**config.mk**
```make
export PLATFORM = sky130hd
export DESIGN_NAME = adat_rx_frame_parser_param
export DESIGN_NICKNAME = d
export VERILOG_FILES = /design/src/rtl/adat_rx_frame_parser_param.sv
export SDC_FILE = /design/constraint.sdc
export NUM_CORES = 1
export LEC_CHECK = 0
export BUFFER_PORTS_ARGS = -buffer_cell sky130_fd_sc_hd__buf_4
export CAP_MARGIN = 20
export CORE_MARGIN = 10
export CORE_UTILIZATION = 52
export DETAILED_ROUTE_END_ITERATION = 12
export GPL_TIMING_DRIVEN = 0
export PLACE_DENSITY_LB_ADDON = 0.15
export SLEW_MARGIN = 25
export SYNTH_ARGS = -nofsm -noshare
export SYNTH_HDL_FRONTEND = slang
export SYNTH_SLANG_ARGS = --single-unit
```
**constraint.sdc**
```tcl
create_clock -name i_clk -period 10.3 [get_ports i_clk]
set_clock_uncertainty 0.05 [all_clocks]
set_input_delay 2.06 -clock i_clk [delete_from_list [all_inputs] [get_ports i_clk]]
set_output_delay 2.06 -clock i_clk [all_outputs]
set_load 0.005 [all_outputs]
```
**src/rtl/adat_rx_frame_parser_param.sv**
```systemverilog
// ADAT receive frame parser: tracks frame position from decoded bit groups,
// extracts user bits and channel words, checks separators, maps S/MUX slots.
module adat_rx_frame_parser_param #(
  parameter int NUM_CHANNELS = 8,
  parameter int DATA_WIDTH   = 24,
  parameter int CH_W         = (NUM_CHANNELS > 1) ? $clog2(NUM_CHANNELS) : 1
) (
  input  logic                  i_clk,
  input  logic                  i_rst,
  input  logic [4:0]            i_bits,
  input  logic [2:0]            i_bit_count,
  input  logic                  i_valid,
  input  logic                  i_sync,
  input  logic [1:0]            i_smux_mode,
  output logic [3:0]            o_user,
  output logic [DATA_WIDTH-1:0] o_data,
  output logic [CH_W-1:0]       o_channel,
  output logic [CH_W-1:0]       o_audio_ch,
  output logic [1:0]            o_sample_idx,
  output logic                  o_data_valid,
  output logic                  o_frame_done,
  output logic                  o_sep_error,
  output logic                  o_overrun
);

  localparam int NIB       = DATA_WIDTH / 4;
  localparam int FRAME_LEN = 5 + NUM_CHANNELS * NIB * 5;
  localparam int PW        = $clog2(FRAME_LEN + 1);
  localparam int NW        = (NIB > 1) ? $clog2(NIB) : 1;
  localparam logic [PW-1:0]   LEN_P    = PW'(FRAME_LEN);
  localparam logic [PW-1:0]   USER_END = PW'(5);
  localparam logic [NW-1:0]   NIB_LAST = NW'(NIB - 1);
  localparam logic [CH_W-1:0] CH_LAST  = CH_W'(NUM_CHANNELS - 1);

  typedef enum logic [1:0] {IDLE, USER, DATA, DONE} state_t;

  state_t                state_q, state_d;
  logic [PW-1:0]         pos_q, pos_d;
  logic [2:0]            bit_q, bit_d;
  logic [NW-1:0]         nib_q, nib_d;
  logic [CH_W-1:0]       ch_q, ch_d;
  logic [DATA_WIDTH-1:0] word_q, word_d;
  logic [3:0]            user_sh_q, user_sh_d;
  logic [3:0]            user_q, user_d;
  logic [DATA_WIDTH-1:0] data_q, data_d;
  logic [CH_W-1:0]       channel_q, channel_d;
  logic [CH_W-1:0]       audio_q, audio_d;
  logic [1:0]            sample_q, sample_d;
  logic                  dv_q, dv_d;
  logic                  fd_q, fd_d;
  logic                  sep_q, sep_d;
  logic                  ovr_q, ovr_d;
  logic                  b;
  logic [2:0]            ch_ext;

  // Walk the group bit by bit so any alignment, including a word boundary
  // inside the group, lands on the correct frame offset.
  always_comb begin
    state_d   = state_q;
    pos_d     = pos_q;
    bit_d     = bit_q;
    nib_d     = nib_q;
    ch_d      = ch_q;
    word_d    = word_q;
    user_sh_d = user_sh_q;
    user_d    = user_q;
    data_d    = data_q;
    channel_d = channel_q;
    audio_d   = audio_q;
    sample_d  = sample_q;
    dv_d      = 1'b0;
    fd_d      = 1'b0;
    sep_d     = sep_q;
    ovr_d     = ovr_q;
    b         = 1'b0;
    ch_ext    = '0;
    if (!i_sync) begin
      state_d   = IDLE;
      pos_d     = '0;
      bit_d     = '0;
      nib_d     = '0;
      ch_d      = '0;
      word_d    = '0;
      user_sh_d = '0;
      sep_d     = 1'b0;
      ovr_d     = 1'b0;
    end else begin
      if (state_q == IDLE) state_d = USER;
      if (i_valid && i_bit_count != 3'd0 && i_bit_count <= 3'd5) begin
        for (int unsigned i = 0; i < 5; i++) begin
          if (3'(i) < i_bit_count) begin
            b = i_bits[i];
            case (state_d)
              USER: begin
                if (pos_d == '0) begin
                  if (!b) sep_d = 1'b1;
                end else begin
                  user_sh_d[2'(pos_d - PW'(1))] = b;
                end
                pos_d = pos_d + PW'(1);
                if (pos_d == USER_END) begin
                  state_d = DATA;
                  user_d  = user_sh_d;
                end
              end
              DATA: begin
                if (bit_d != 3'd4) begin
                  word_d = {word_d[DATA_WIDTH-2:0], b};
                  bit_d  = bit_d + 3'd1;
                end else begin
                  if (!b) sep_d = 1'b1;
                  bit_d = '0;
                  if (nib_d == NIB_LAST) begin
                    nib_d     = '0;
                    dv_d      = 1'b1;
                    data_d    = word_d;
                    channel_d = ch_d;
                    ch_ext    = 3'(ch_d);
                    case (i_smux_mode)
                      2'd1: begin
                        audio_d  = CH_W'(ch_ext >> 1);
                        sample_d = {1'b0, ch_ext[0]};
                      end
                      2'd2: begin
                        audio_d  = CH_W'(ch_ext >> 2);
                        sample_d = ch_ext[1:0];
                      end
                      default: begin
                        audio_d  = ch_d;
                        sample_d = 2'd0;
                      end
                    endcase
                    if (ch_d == CH_LAST) fd_d = 1'b1;
                    else                 ch_d = ch_d + CH_W'(1);
                  end else begin
                    nib_d = nib_d + NW'(1);
                  end
                end
                pos_d = pos_d + PW'(1);
                if (pos_d == LEN_P) state_d = DONE;
              end
              DONE:    ovr_d = 1'b1;
              default: ;
            endcase
          end
        end
      end
    end
  end

  // State and registered outputs; reset clears everything immediately.
  always_ff @(posedge i_clk or negedge i_rst) begin
    if (!i_rst) begin
      state_q   <= IDLE;
      pos_q     <= '0;
      bit_q     <= '0;
      nib_q     <= '0;
      ch_q      <= '0;
      word_q    <= '0;
      user_sh_q <= '0;
      user_q    <= '0;
      data_q    <= '0;
      channel_q <= '0;
      audio_q   <= '0;
      sample_q  <= '0;
      dv_q      <= 1'b0;
      fd_q      <= 1'b0;
      sep_q     <= 1'b0;
      ovr_q     <= 1'b0;
    end else begin
      state_q   <= state_d;
      pos_q     <= pos_d;
      bit_q     <= bit_d;
      nib_q     <= nib_d;
      ch_q      <= ch_d;
      word_q    <= word_d;
      user_sh_q <= user_sh_d;
      user_q    <= user_d;
      data_q    <= data_d;
      channel_q <= channel_d;
      audio_q   <= audio_d;
      sample_q  <= sample_d;
      dv_q      <= dv_d;
      fd_q      <= fd_d;
      sep_q     <= sep_d;
      ovr_q     <= ovr_d;
    end
  end

  assign o_user       = user_q;
  assign o_data       = data_q;
  assign o_channel    = channel_q;
  assign o_audio_ch   = audio_q;
  assign o_sample_idx = sample_q;
  assign o_data_valid = dv_q;
  assign o_frame_done = fd_q;
  assign o_sep_error  = sep_q;
  assign o_overrun    = ovr_q;

endmodule

```
# Word-level counts from Yosys, hierarchy flattened
# Cells that the tools add are included.
dict set report word_totals {
  reg_bits 87
  elab_cells 540
}
dict set report op_classes {
  add_sub_neg 25
  order_cmp 16
  n_eq_ne 43
  mux 420
  n_reduce_logical 20
}
# operator n
set ops {}
lappend ops {{two-way mux 24 bit} 41}
lappend ops {{two-way mux 3 bit} 134}
lappend ops {{two-way mux 4 bit} 50}
lappend ops {{two-way mux 8 bit} 20}
lappend ops {{two-way mux 2 bit} 49}
lappend ops {{two-way mux 1 bit} 96}
lappend ops {{adder 3 x 1 -> 3 bit, second input constant} 15}
lappend ops {{adder 8 x 1 -> 8 bit, second input constant} 5}
lappend ops {{== test 8 x 3 -> 1 bit, second input constant} 5}
lappend ops {{== test 8 bit, second input constant} 5}
lappend ops {{zero test 8 bit} 5}
lappend ops {{case mux 2 bit (2 select lines)} 10}
lappend ops {{== test 3 bit, second input constant} 10}
lappend ops {{case mux 3 bit (2 select lines)} 5}
lappend ops {{== test 2 bit, second input constant} 11}
lappend ops {{bitwise mux 4 bit} 5}
lappend ops {{less-than comparator 2 x 3 -> 1 bit, second input constant} 5}
lappend ops {{inequality test 3 bit, second input constant} 5}
lappend ops {{== test 2 x 1 -> 1 bit, second input constant} 6}
lappend ops {{demux 1 bit (select 2 bit)} 5}
lappend ops {{>= comparator 2 x 1 -> 1 bit, second input constant} 5}
lappend ops {{case mux 1 bit (2 select lines)} 5}
lappend ops {{OR reduction 2 bit} 5}
lappend ops {{subtractor 2 x 1 -> 2 bit, second input constant} 5}
lappend ops {{other kinds (9)} 17}

# Depth between registers and ports, before layout
# Gate-level depths: netlist of the first run.
dict set report depth {
  ltp_word 43
  ltp_mapped 39
  mapped_depth_nobuf 33
}

# Worst setup path before layout of the first run
# OpenSTA, ideal clock, no wires.
dict set report synth_timing {
  path_type {input -> register}
  start {in i_bit_count[2]}
  end {reg audio_q[1], in the netlist o_audio_ch[1]}
  setup_ns 0.134
  t_arrival_ns 8.404
  setup_slack_ns 1.712
  path_stages 31
  n_path_buf 5
  cell_sequence {buf_2 -> nor3_4 -> buf_2 -> o21ai_0 -> nand2_1 -> ha_1 -> o31ai_1 -> nor3_1 -> xnor2_1 -> nor3_1 -> o311ai_1 -> inv_1 -> ha_1 -> and2_0 -> xnor2_1 -> inv_1 -> ha_1 -> xnor2_1 -> nand3_1 -> or3_1 -> o32ai_1 -> inv_1 -> ha_1 -> and2_1 -> and3_1 -> clkbuf_1 -> and3_1 -> buf_2 -> clkbuf_1 -> a2111oi_0 -> nor3_1}
}
dict set report synth_between {
  elab_chain_cells 33
  word_cells_on_any_way 166
}
# item line_no
set synth_rtl {}
lappend synth_rtl {{start, declared} 11} ;# input logic [2:0] i_bit_count,
lappend synth_rtl {{less-than comparator 1 x 3 -> 1 bit} 91} ;# if (3'(i) < i_bit_count) begin
lappend synth_rtl {{two-way mux 3 bit} 91}
lappend synth_rtl {{two-way mux 3 bit} 89} ;# if (i_valid && i_bit_count != 3'd0 && i_bit_count <= 3'd5) begin
lappend synth_rtl {{two-way mux 3 bit} 77} ;# if (!i_sync) begin
lappend synth_rtl {{adder 3 x 1 -> 3 bit / == test 3 bit (equally long branches)} {134, 133}}
lappend synth_rtl {{two-way mux 3 bit} 133} ;# if (ch_d == CH_LAST) fd_d = 1'b1;
lappend synth_rtl {{two-way mux 3 bit} 113} ;# if (nib_d == NIB_LAST) begin
lappend synth_rtl {{two-way mux 3 bit} 107} ;# if (bit_d != 3'd4) begin
lappend synth_rtl {{[... 17 more ...]} n/a}
lappend synth_rtl {{two-way mux 3 bit} 91}
lappend synth_rtl {{two-way mux 3 bit} 89}
lappend synth_rtl {{two-way mux 3 bit} 77}
lappend synth_rtl {{case mux 3 bit (2 select lines)} 119} ;# case (i_smux_mode)
lappend synth_rtl {{two-way mux 3 bit} 113}
lappend synth_rtl {{two-way mux 3 bit} 107}
lappend synth_rtl {{two-way mux 3 bit} 93} ;# case (state_d)
lappend synth_rtl {{two-way mux 3 bit} 91}
lappend synth_rtl {{end signal, assigned} 181} ;# audio_q <= audio_d;
lappend synth_rtl {{end, declared} 47} ;# logic [CH_W-1:0] audio_q, audio_d;
# Several ways; a longest one is shown, not always the timed one. The select of a mux whose other input is x is not followed.
# A chain may end at the register's enable or synchronous reset.

# Worst setup path in the final report of the first run
dict set report layout_timing {
  start {in i_bit_count[2]}
  end {reg data_q[15], in the netlist o_data[15]}
}
dict set report layout_between {
  elab_chain_cells 30
  word_cells_on_any_way 144
}
# item line_no
set layout_rtl {}
lappend layout_rtl {{branches (longest 30 deep; another with adder 8 x 1 -> 8 bit)} n/a}
lappend layout_rtl {{end signal, assigned} 179} ;# data_q <= data_d;
lappend layout_rtl {{end, declared} 45} ;# logic [DATA_WIDTH-1:0] data_q, data_d;
# Parallel ways; which one is timed is not known. The select of a mux whose other input is x is not followed.

==> results of run 1 <==
==> routing by layer <==
metal / routed length [µm] / up-vias / global-route usage, %
met3: 4130 / 54 / 6.93
met4: 647 / 2 / 5.93
li1: - / 5481 / -
met5: 13 / - / 0
met1: 17700 / 5542 / 41.9
met2: 16000 / 574 / 39.7
==> synth_stat cells (8+ instances only) <==
master	count	share of area, %
a211oi_1	78	5.4
a21o_1	12	0.84
a21oi_1	96	4.5
a31oi_1	13	0.75
and2_1	17	0.99
and3_1	17	0.99
buf_2	19	0.88
clkbuf_1	80	2.8
dfrtp_1	87	20
ha_1	58	6.7
inv_1	55	1.9
mux2_2	26	2.7
mux2i_1	74	6.9
nand2_1	153	5.3
nand2b_1	11	0.64
nand3_1	45	2.1
nand4_1	11	0.64
nor2_1	162	5.6
nor3_1	60	2.8
nor4_1	8	0.46
o211ai_1	8	0.56
o21ai_0	106	4.9
o22ai_1	41	2.4
or2_2	9	0.52
xnor2_1	38	3.1
xor2_1	13	1.1
==> timing repair <==
action                                  4_1_cts  5_1_grt
pin swaps                                     0        1
endpoints found under the setup margin       39       56
buffers inserted                              0        2
resized for setup                             9       16
==> state kept, by name, indices dropped and copies added (netlist names) <==
register      count
o_channel         3
o_sep_error       1
bit_q             3
user_sh_q         4
word_q           24
o_overrun         1
nib_q             3
ch_q              3
o_data           24
o_audio_ch        3
o_data_valid      1
o_sample_idx      2
pos_q             8
state_q           2
o_frame_done      1
o_user            4
==> power groups by stage <==
stage,sequential (µW),clock [µW],combinational [µW]
3_3_place_gp,417,0,1570
3_5_place_dp,417,0,1590
5_1_grt,416,355,1830
6_report,413,340,1670
2_1_floorplan,402,0,1210
4_1_cts,411,345,1610
==> kinds of logic after synthesis <==
kind of cell,share of synthesized area [%]
compound gates,27.9
buf+inv,5.92
mux,10.2
simple gates,23.9
fa+ha+maj,6.74
flops,20.2
xor+xnor,5.11
==> critical path: cells and delay by family <==
| kind | cells | cell delay (ns) |
|---|---|---|
| xor+xnor | 1 | 0.16 |
| compound gates | 7 | 1.46 |
| simple gates | 11 | 2.60 |
| fa+ha+maj | 4 | 0.95 |
| buf+inv | 13 | 2.92 |
==> through the flow <==
stage / power, µW / instances / setup WS, ns / cell area, µm² / setup TNS (ns)
floorplan: 1610 / 1464 / 1.71 / 10800 / 0
global placement: 1980 / 1784 / -1.71 / 11500 / -58.13
detailed placement: 2010 / 1784 / -1.73 / 11500 / -59.45
CTS: 2360 / 1799 / 0.112 / 11800 / 0
global route: 2600 / 1799 / -0.0178 / 11900 / -0.0205
finish: 2420 / 1799 / 0.341 / 11900 / 0
==> worst paths after layout <==
path | startpoint | to | cells past startpoint
setup / recovery | i_bit_count[2] | o_data[15]$_DFFE_PN0P_ | 36
hold / removal | o_sample_idx[1]$_DFFE_PN0P_ | o_sample_idx[1]$_DFFE_PN0P_ | 2
setup reg to reg | pos_q[0]$_DFFE_PN0P_ | o_frame_done$_DFF_PN0_ | 33
hold reg to reg | o_sample_idx[1]$_DFFE_PN0P_ | o_sample_idx[1]$_DFFE_PN0P_ | 2
max in group asynchronous | i_rst | o_data[6]$_DFFE_PN0P_ | 1
min in group asynchronous | i_rst | o_sample_idx[0]$_DFFE_PN0P_ | 1
==> cell type report <==
cell class                 count  area, µm²  area share (%)
clock inverter                 6       60.1           0.505
inverter                      57        215            1.81
buffer                       101        422            3.55
sequential                    87       2180            18.3
clock buffer                  10        239            2.01
tap                          270        338            2.84
multi-input combinational   1216       8040            67.6
timing repair buffer          52        394            3.32
==> flow_summary.toml, run 1 <==
[layout]
final_common_cell = "nor2_1"
layout_common_cells = "159 x nor2_1, 153 x nand2_1, 105 x o21ai_0"
n_antenna_cell = 0
syn_to_final_growth_pct = 10.3
nets = 1596
drive_gt1_share_pct = 11.3
fin_util_pct = 58.5
nFillCells = 2009

[critical_path]
path_common_cell = "buf_2"
critPathRequiredTime_ns = 10.51
worstSetupPathType = "input port to flop"
end_kind = "flop"
startpoint_type = "input port"
slowest_stage = "nor3_4"
critPathMaxFanout = 19
arrival_ns = 10.17
critPathMaxStageDelay_ns = 0.39
rrSetupSlack_ns = 1.28

[drt]
antenna_left = 0
wl_um = 38500
via_count = 11700
drt_iter0_markers = 1506
drc = 0
first_pass_iters = 6
wl_per_cell_um = 21.4
via_per_inst = 6.48

[clock_network]
cts.path.max_buffers = 2
cts_max_level = 3
clk_pin_slew_ns = 0.07
cts_root_buf = "clkbuf_16"
clock-sinks = 87
cts_buffers = 9
cts_tree = "done"
clk_latency_ns = 0.36
holdBufCountCts = 0

[sta]
setup_viol = 0
slew_violations = 0
fin_crit_ns = 9.96
holdWs_ns = 0.450
worst_pin_slew_ns = 1.09
post-route-period-util_pct = 96.7
hold_viol = 0
slew_headroom_pct = 26.9
max_freq_ghz = 0.100

[logic_synthesis]
ys.flop_type = "dfrtp_1"
synth.distinct_cells = 91
ys_async_sr_fraction_pct = 100
syn_inst = 1464
synth_seq_area_share_pct = 20.2
ys_seq_elements = 87
syn-cell-area_um2 = 10800
yosysWarnings = 0
syn-num-nets = 1536
avgSynthCellArea_um2 = 7.36
synth_edf_count = 0

[pwr]
seq_power_share_pct = 17.1
switching_share_pct = 50.9
switching_power_uw = 1230
intPower_uw = 1190
p_comb_share_pct = 68.9
pwr_density_cell_nw_per_um2 = 204
max-vdd-ir-drop_uv = 207
power_leakage_uw = 0.00513
clock_power_share_pct = 14.1

[global_route]
antenna_found_initial = 1
grt_pass1_vias = 10700
grt_remaining_overflow = 0
grt_usage_pct = 28.1
grt_pass1_wl_um = 60900
grt_max_degree = 88

[placed_design]
gp_congestion = 0.980
hpwlAfterDp_um = 29400
io_buffers = 50

[min_path]
min_path_type = "flop to flop"

[floorplanning]
io_pins = 54
core_area_um2 = 20300
die_x_um = 164
die_height_um = 164
initial_utilization_pct = 53.1
row_count = 52
dieArea_um2 = 26900

[run]
maxCapViolCount = 0

[outcome]
run_status = "finished, final reports clean"
No activity file was read; power rests on OpenSTA's default activity.
==> run 2: changes to the inputs <==
ABC_AREA = 1   (was unset)
==> flow_summary.toml, run 2 <==
[outcome]
run_status = "finished, final reports clean"

[drt]
first_pass_iters = 6
drt_iter0_markers = 1207
via_count = 13100
wl_um = 42000
antenna_left = 0
top_layer = "met4"
drc = 0
wl_per_cell_um = 18.9
met3_length_um = 3020
dr_wl_met2_um = 20200
via_per_inst = 5.90
wl_met1_um = 16900

[logic_synthesis]
ys_async_sr_fraction_pct = 100
synth_edf_count = 0
syn_inst = 1880
avgSynthCellArea_um2 = 5.94
ys.flop_type = "dfrtp_1"
syn-num-nets = 1952
synth_seq_area_share_pct = 19.5
ys_seq_elements = 87
syn-cell-area_um2 = 11200
yosysMostFrequentCell = "nand2_1"
synth_commonest_cells = "594 x nand2_1, 246 x o21ai_0, 228 x inv_1"
synthTopCellsByArea = "nand2_1 20%, dfrtp_1 20%, o21ai_0 11%"
synth.distinct_cells = 59
synth.largest_area_cell = "nand2_1"
yosys.area.top_type_share_pct = 20.0
yosysWarnings = 0

[critical_path]
startpoint_type = "input port"
slowest_stage = "clkbuf_1"
critPathMaxStageDelay_ns = 0.56
critPathRequiredTime_ns = 10.46
critPathMaxFanout = 10
end_kind = "flop"
path_buf_inv = 13
crit_family = "simple AND/OR/NAND/NOR gates"
worstSetupPathType = "input port to flop"
arrival_ns = 9.46

[pwr]
max-vdd-ir-drop_uv = 453
switching_share_pct = 60.2
clock_power_share_pct = 9.5
intPower_uw = 1680
power.total_uw = 4220
power_leakage_uw = 0.00612
p_comb_share_pct = 79.3
pwr_density_cell_nw_per_um2 = 345
switching_power_uw = 2540
seq_power_share_pct = 11.2

[placed_design]
io_buffers = 52
gp_congestion = 0.989
hpwlAfterDp_um = 32800
placed_area_um2 = 11900

[clock_network]
cts_buffers = 9
clk_latency_ns = 0.37
holdBufCountCts = 0
cts_tree = "done"
cts_root_buf = "clkbuf_16"
clk_pin_slew_ns = 0.07
post_cts_buffers = 0
post_cts_resized = 0
cts.path.max_buffers = 2
clock-sinks = 87
cts_max_level = 3

[floorplanning]
row_count = 53
initial_utilization_pct = 52.9
io_pins = 54
dieArea_um2 = 27700
die_height_um = 166
core_area_um2 = 21100
die_x_um = 166

[layout]
nFillCells = 2191
final_common_cell = "nand2_1"
layout_common_cells = "594 x nand2_1, 246 x o21ai_0, 228 x inv_1"
n_antenna_cell = 0
nets = 2015
stdcell_area_um2 = 12200
syn_to_final_growth_pct = 9.65
drive_gt1_share_pct = 11.7

[sta]
setup_viol = 0
finalSetupTns_ns = 0
slew_headroom_pct = 36.6
slew_violations = 0
post-route-period-util_pct = 90.2
hold_viol = 0
fin_crit_ns = 9.29
max_freq_ghz = 0.108
rsz0062_at_grt = "no"
worst_pin_slew_ns = 0.951

[global_route]
grt_remaining_overflow = 0
grt_pass1_wl_um = 66000
grt_pass1_vias = 12400
antenna_found_initial = 0
grt_max_degree = 88
grt_usage_pct = 28.9

[min_path]
min_path_type = "flop to flop"

[run]
maxCapViolCount = 0
[run 2: cell types whose count changed in the layout (fill, tap and decap cells not counted), sizes merged, moves of 32 or more]
cell    delta
nor3      -47
nand2    +490
inv      +197
o211ai    +41
a21oi     -46
nand3    +105
o21ai    +151
a211oi    -78
xnor2     -36
mux2i     -66
mux2      -32
nor2      -63
[run 2: metrics by stage]
step	setup slack, ns	std cells	util [%]	hold WS (ns)
2_1_floorplan	2.58	1880	-	0.420
3_3_place_gp	0.852	2207	56.4	0.423
3_5_place_dp	0.804	2207	56.4	0.433
4_1_cts	1.14	2223	58.0	0.448
5_1_grt	0.465	2223	58.0	0.457
6_report	1.01	2223	58.0	0.440
[run 2: power groups by stage]
stage | registers [µW] | clock network [µW] | logic, µW
after floorplan | 461 | 0 | 2460
after global placement | 475 | 0 | 3230
after detailed placement | 476 | 0 | 3270
after CTS | 470 | 398 | 3290
after global routing | 481 | 412 | 3770
final | 472 | 402 | 3350
[run 2: final cells by class]
cell class | instances | area, µm² | area share, %
inverters | 254 | 955 | 7.80
plain buffers | 75 | 328 | 2.68
repair buffers | 52 | 394 | 3.22
clock buffers | 11 | 233 | 1.90
clock inverters | 5 | 106 | 0.869
flip-flops and latches | 87 | 2180 | 17.8
well taps | 275 | 344 | 2.81
multi-input cells | 1464 | 7700 | 62.9
[run 2: cells by family (layout without fill, tap and decap cells)]
family,count (synthesis),count (layout),share of synthesized area (%)
AND/OR/NAND/NOR,955,955,38.4
AO/OA/AOI/OAI,430,430,21.9
buffers and inverters,329,397,11.5
flip-flops,87,87,19.5
adder cells (fa/ha/maj),58,58,6.50
XOR/XNOR,13,13,1.46
multiplexers,8,8,0.718
[run 2: routing by layer]
metal | up-vias | global-route usage (%)
met1 | 6105 | 34.5
li1 | 6281 | -
met4 | 0 | 13.7
met2 | 590 | 50.1
met5 | - | 0.542
met3 | 131 | 4.10
[run 2: worst paths after layout]
check	slack, ns	end	from	cells past startpoint
min in group asynchronous	1.73	o_audio_ch[2]$_DFFE_PN0P_	i_rst	1
setup reg to reg	1.62	o_data[20]$_DFFE_PN0P_	pos_q[0]$_DFFE_PN0P_	50
max in group asynchronous	7.88	word_q[1]$_DFFE_PN0P_	i_rst	1
hold reg to reg	0.44	o_overrun$_DFFE_PN0P_	o_overrun$_DFFE_PN0P_	2
hold / removal	0.44	o_overrun$_DFFE_PN0P_	o_overrun$_DFFE_PN0P_	2
setup / recovery	1.01	o_data[20]$_DFFE_PN0P_	i_bit_count[0]	50
[run 2: worst register-to-register path: cells and delay by family, from the launching register on]
kind                       cells  cell delay [ns]
and+or+nand+nor               32             4.14
buffers and inverters         11             1.96
adders and majority gates      5             1.39
DFF                            1             0.60
AOI/OAI and AO/OA              2             0.37
==> run 3: changes to the inputs <==
PLACE_DENSITY = 0.73   (was unset)
PLACE_DENSITY_LB_ADDON = unset   (was 0.15)
==> flow_summary.toml, run 3 (synthesis results as in run 2) <==
[sta]
hold_viol = 0
slew_headroom_pct = 38.9
worst_pin_slew_ns = 0.914
setup_viol = 0
finalSetupTns_ns = 0
post-route-period-util_pct = 91.8
rsz0062_at_grt = "no"
fin_ws_ns = 0.844
max_freq_ghz = 0.106
fin_crit_ns = 9.46
slew_violations = 0

[placed_design]
io_buffers = 52
gp_congestion = 1.01
pre_cts_slack_ns = 0.768
hpwlAfterDp_um = 32700

[min_path]
min_path_type = "flop to flop"

[critical_path]
critPathMaxStageDelay_ns = 0.60
worstSetupPathType = "input port to flop"
slowest_stage = "clkbuf_1"
critPathRequiredTime_ns = 10.47
startpoint_type = "input port"
end_kind = "flop"
arrival_ns = 9.63
critPathMaxFanout = 10

[pwr]
power_leakage_uw = 0.00611
pwr_density_cell_nw_per_um2 = 340
power.total_uw = 4160
max-vdd-ir-drop_uv = 345

[global_route]
grt_pass1_wl_um = 65600
grt_max_degree = 88
antenna_found_initial = 0
grt_remaining_overflow = 0
grt_usage_pct = 28.6
grt_pass1_vias = 12100

[drt]
via_count = 13000
wl_um = 41300
antenna_left = 0
drt_iter0_markers = 1594
wl_per_cell_um = 18.6
via_per_inst = 5.87
drc = 0
first_pass_iters = 6

[floorplanning]
die_height_um = 166
core_area_um2 = 21100
dieArea_um2 = 27700
initial_utilization_pct = 52.9
die_x_um = 166
io_pins = 54
row_count = 53

[layout]
n_antenna_cell = 0
final_common_cell = "nand2_1"
nets = 2015
syn_to_final_growth_pct = 9.49
drive_gt1_share_pct = 11.7
layout_common_cells = "594 x nand2_1, 246 x o21ai_0, 228 x inv_1"

[clock_network]
holdBufCountCts = 0
post_cts_buffers = 0
cts_tree = "done"
clock-sinks = 87
post_cts_resized = 0
cts.path.max_buffers = 2
cts_root_buf = "clkbuf_16"
clk_pin_slew_ns = 0.07
cts_buffers = 9
clk_latency_ns = 0.36
cts_max_level = 3

[run]
maxCapViolCount = 0

[outcome]
run_status = "finished, final reports clean"
==> run 3: cell count changes in the layout (fill, tap and decap cells not counted) <==
cell       change
inv_6          +1
bufinv_16      -1
clkinv_2       +1
clkinv_4       -1
clkbuf_8       +1
clkbuf_1       -2
==> run 3: metrics by stage <==
| step | utilization, % | hold slack (ns) | instance area [µm²] | cells |
|---|---|---|---|---|
| after floorplan | - | 0.420 | 11200 | 1880 |
| after global placement | 56.4 | 0.429 | 11900 | 2207 |
| after detailed placement | 56.4 | 0.451 | 11900 | 2207 |
| after CTS | 57.9 | 0.467 | 12200 | 2222 |
| after global routing | 57.9 | 0.494 | 12200 | 2222 |
| final | 57.9 | 0.458 | 12200 | 2222 |
==> run 3: cell type report <==
| cell class | instances | area [µm²] |
|---|---|---|
| buffer | 75 | 328 |
| clock buffer | 10 | 239 |
| clock inverter | 5 | 81.3 |
| fill | 2234 | 8870 |
| inverter | 254 | 955 |
| multi-input combinational | 1464 | 7700 |
| sequential | 87 | 2180 |
| tap | 275 | 344 |
| timing repair buffer | 52 | 394 |
==> run 3: metal layers <==
| layer | up-vias | GRT usage [%] | share of wire [%] |
|---|---|---|---|
| met4 | 0 | 10.1 | 3.2 |
| met2 | 646 | 45.0 | 44 |
| met3 | 81 | 6.05 | 10 |
| li1 | 6285 | - | - |
| met5 | - | 0 | 0 |
| met1 | 6033 | 37.9 | 43 |
==> run 3: final timing paths <==
check	from	to	slack, ns	cells past startpoint
max	i_bit_count[0]	o_data[21]$_DFFE_PN0P_	0.84	50
min	o_audio_ch[2]$_DFFE_PN0P_	o_audio_ch[2]$_DFFE_PN0P_	0.46	2
max reg2reg	pos_q[0]$_DFFE_PN0P_	o_data[21]$_DFFE_PN0P_	1.54	50
min reg2reg	o_audio_ch[2]$_DFFE_PN0P_	o_audio_ch[2]$_DFFE_PN0P_	0.46	2
max in group asynchronous	i_rst	word_q[12]$_DFFE_PN0P_	7.86	1
min in group asynchronous	i_rst	o_data_valid$_DFF_PN0_	1.72	1
==> run 3: critical path, delay by kind of cell <==
kind,cells,cell delay [ns]
AOI/OAI and AO/OA,3,0.44
adders and majority gates,4,1.02
buffers and inverters,13,2.24
and+or+nand+nor,30,3.81
==> run 3: where the power goes <==
part | total [µW] | switching, µW | leakage (µW) | internal, µW
registers | 474 | 63.8 | 0.00114 | 410
clock network | 376 | 157 | 0.000155 | 219
logic | 3310 | 2280 | 0.00482 | 1030
total | 4160 | 2500 | 0.00611 | 1660
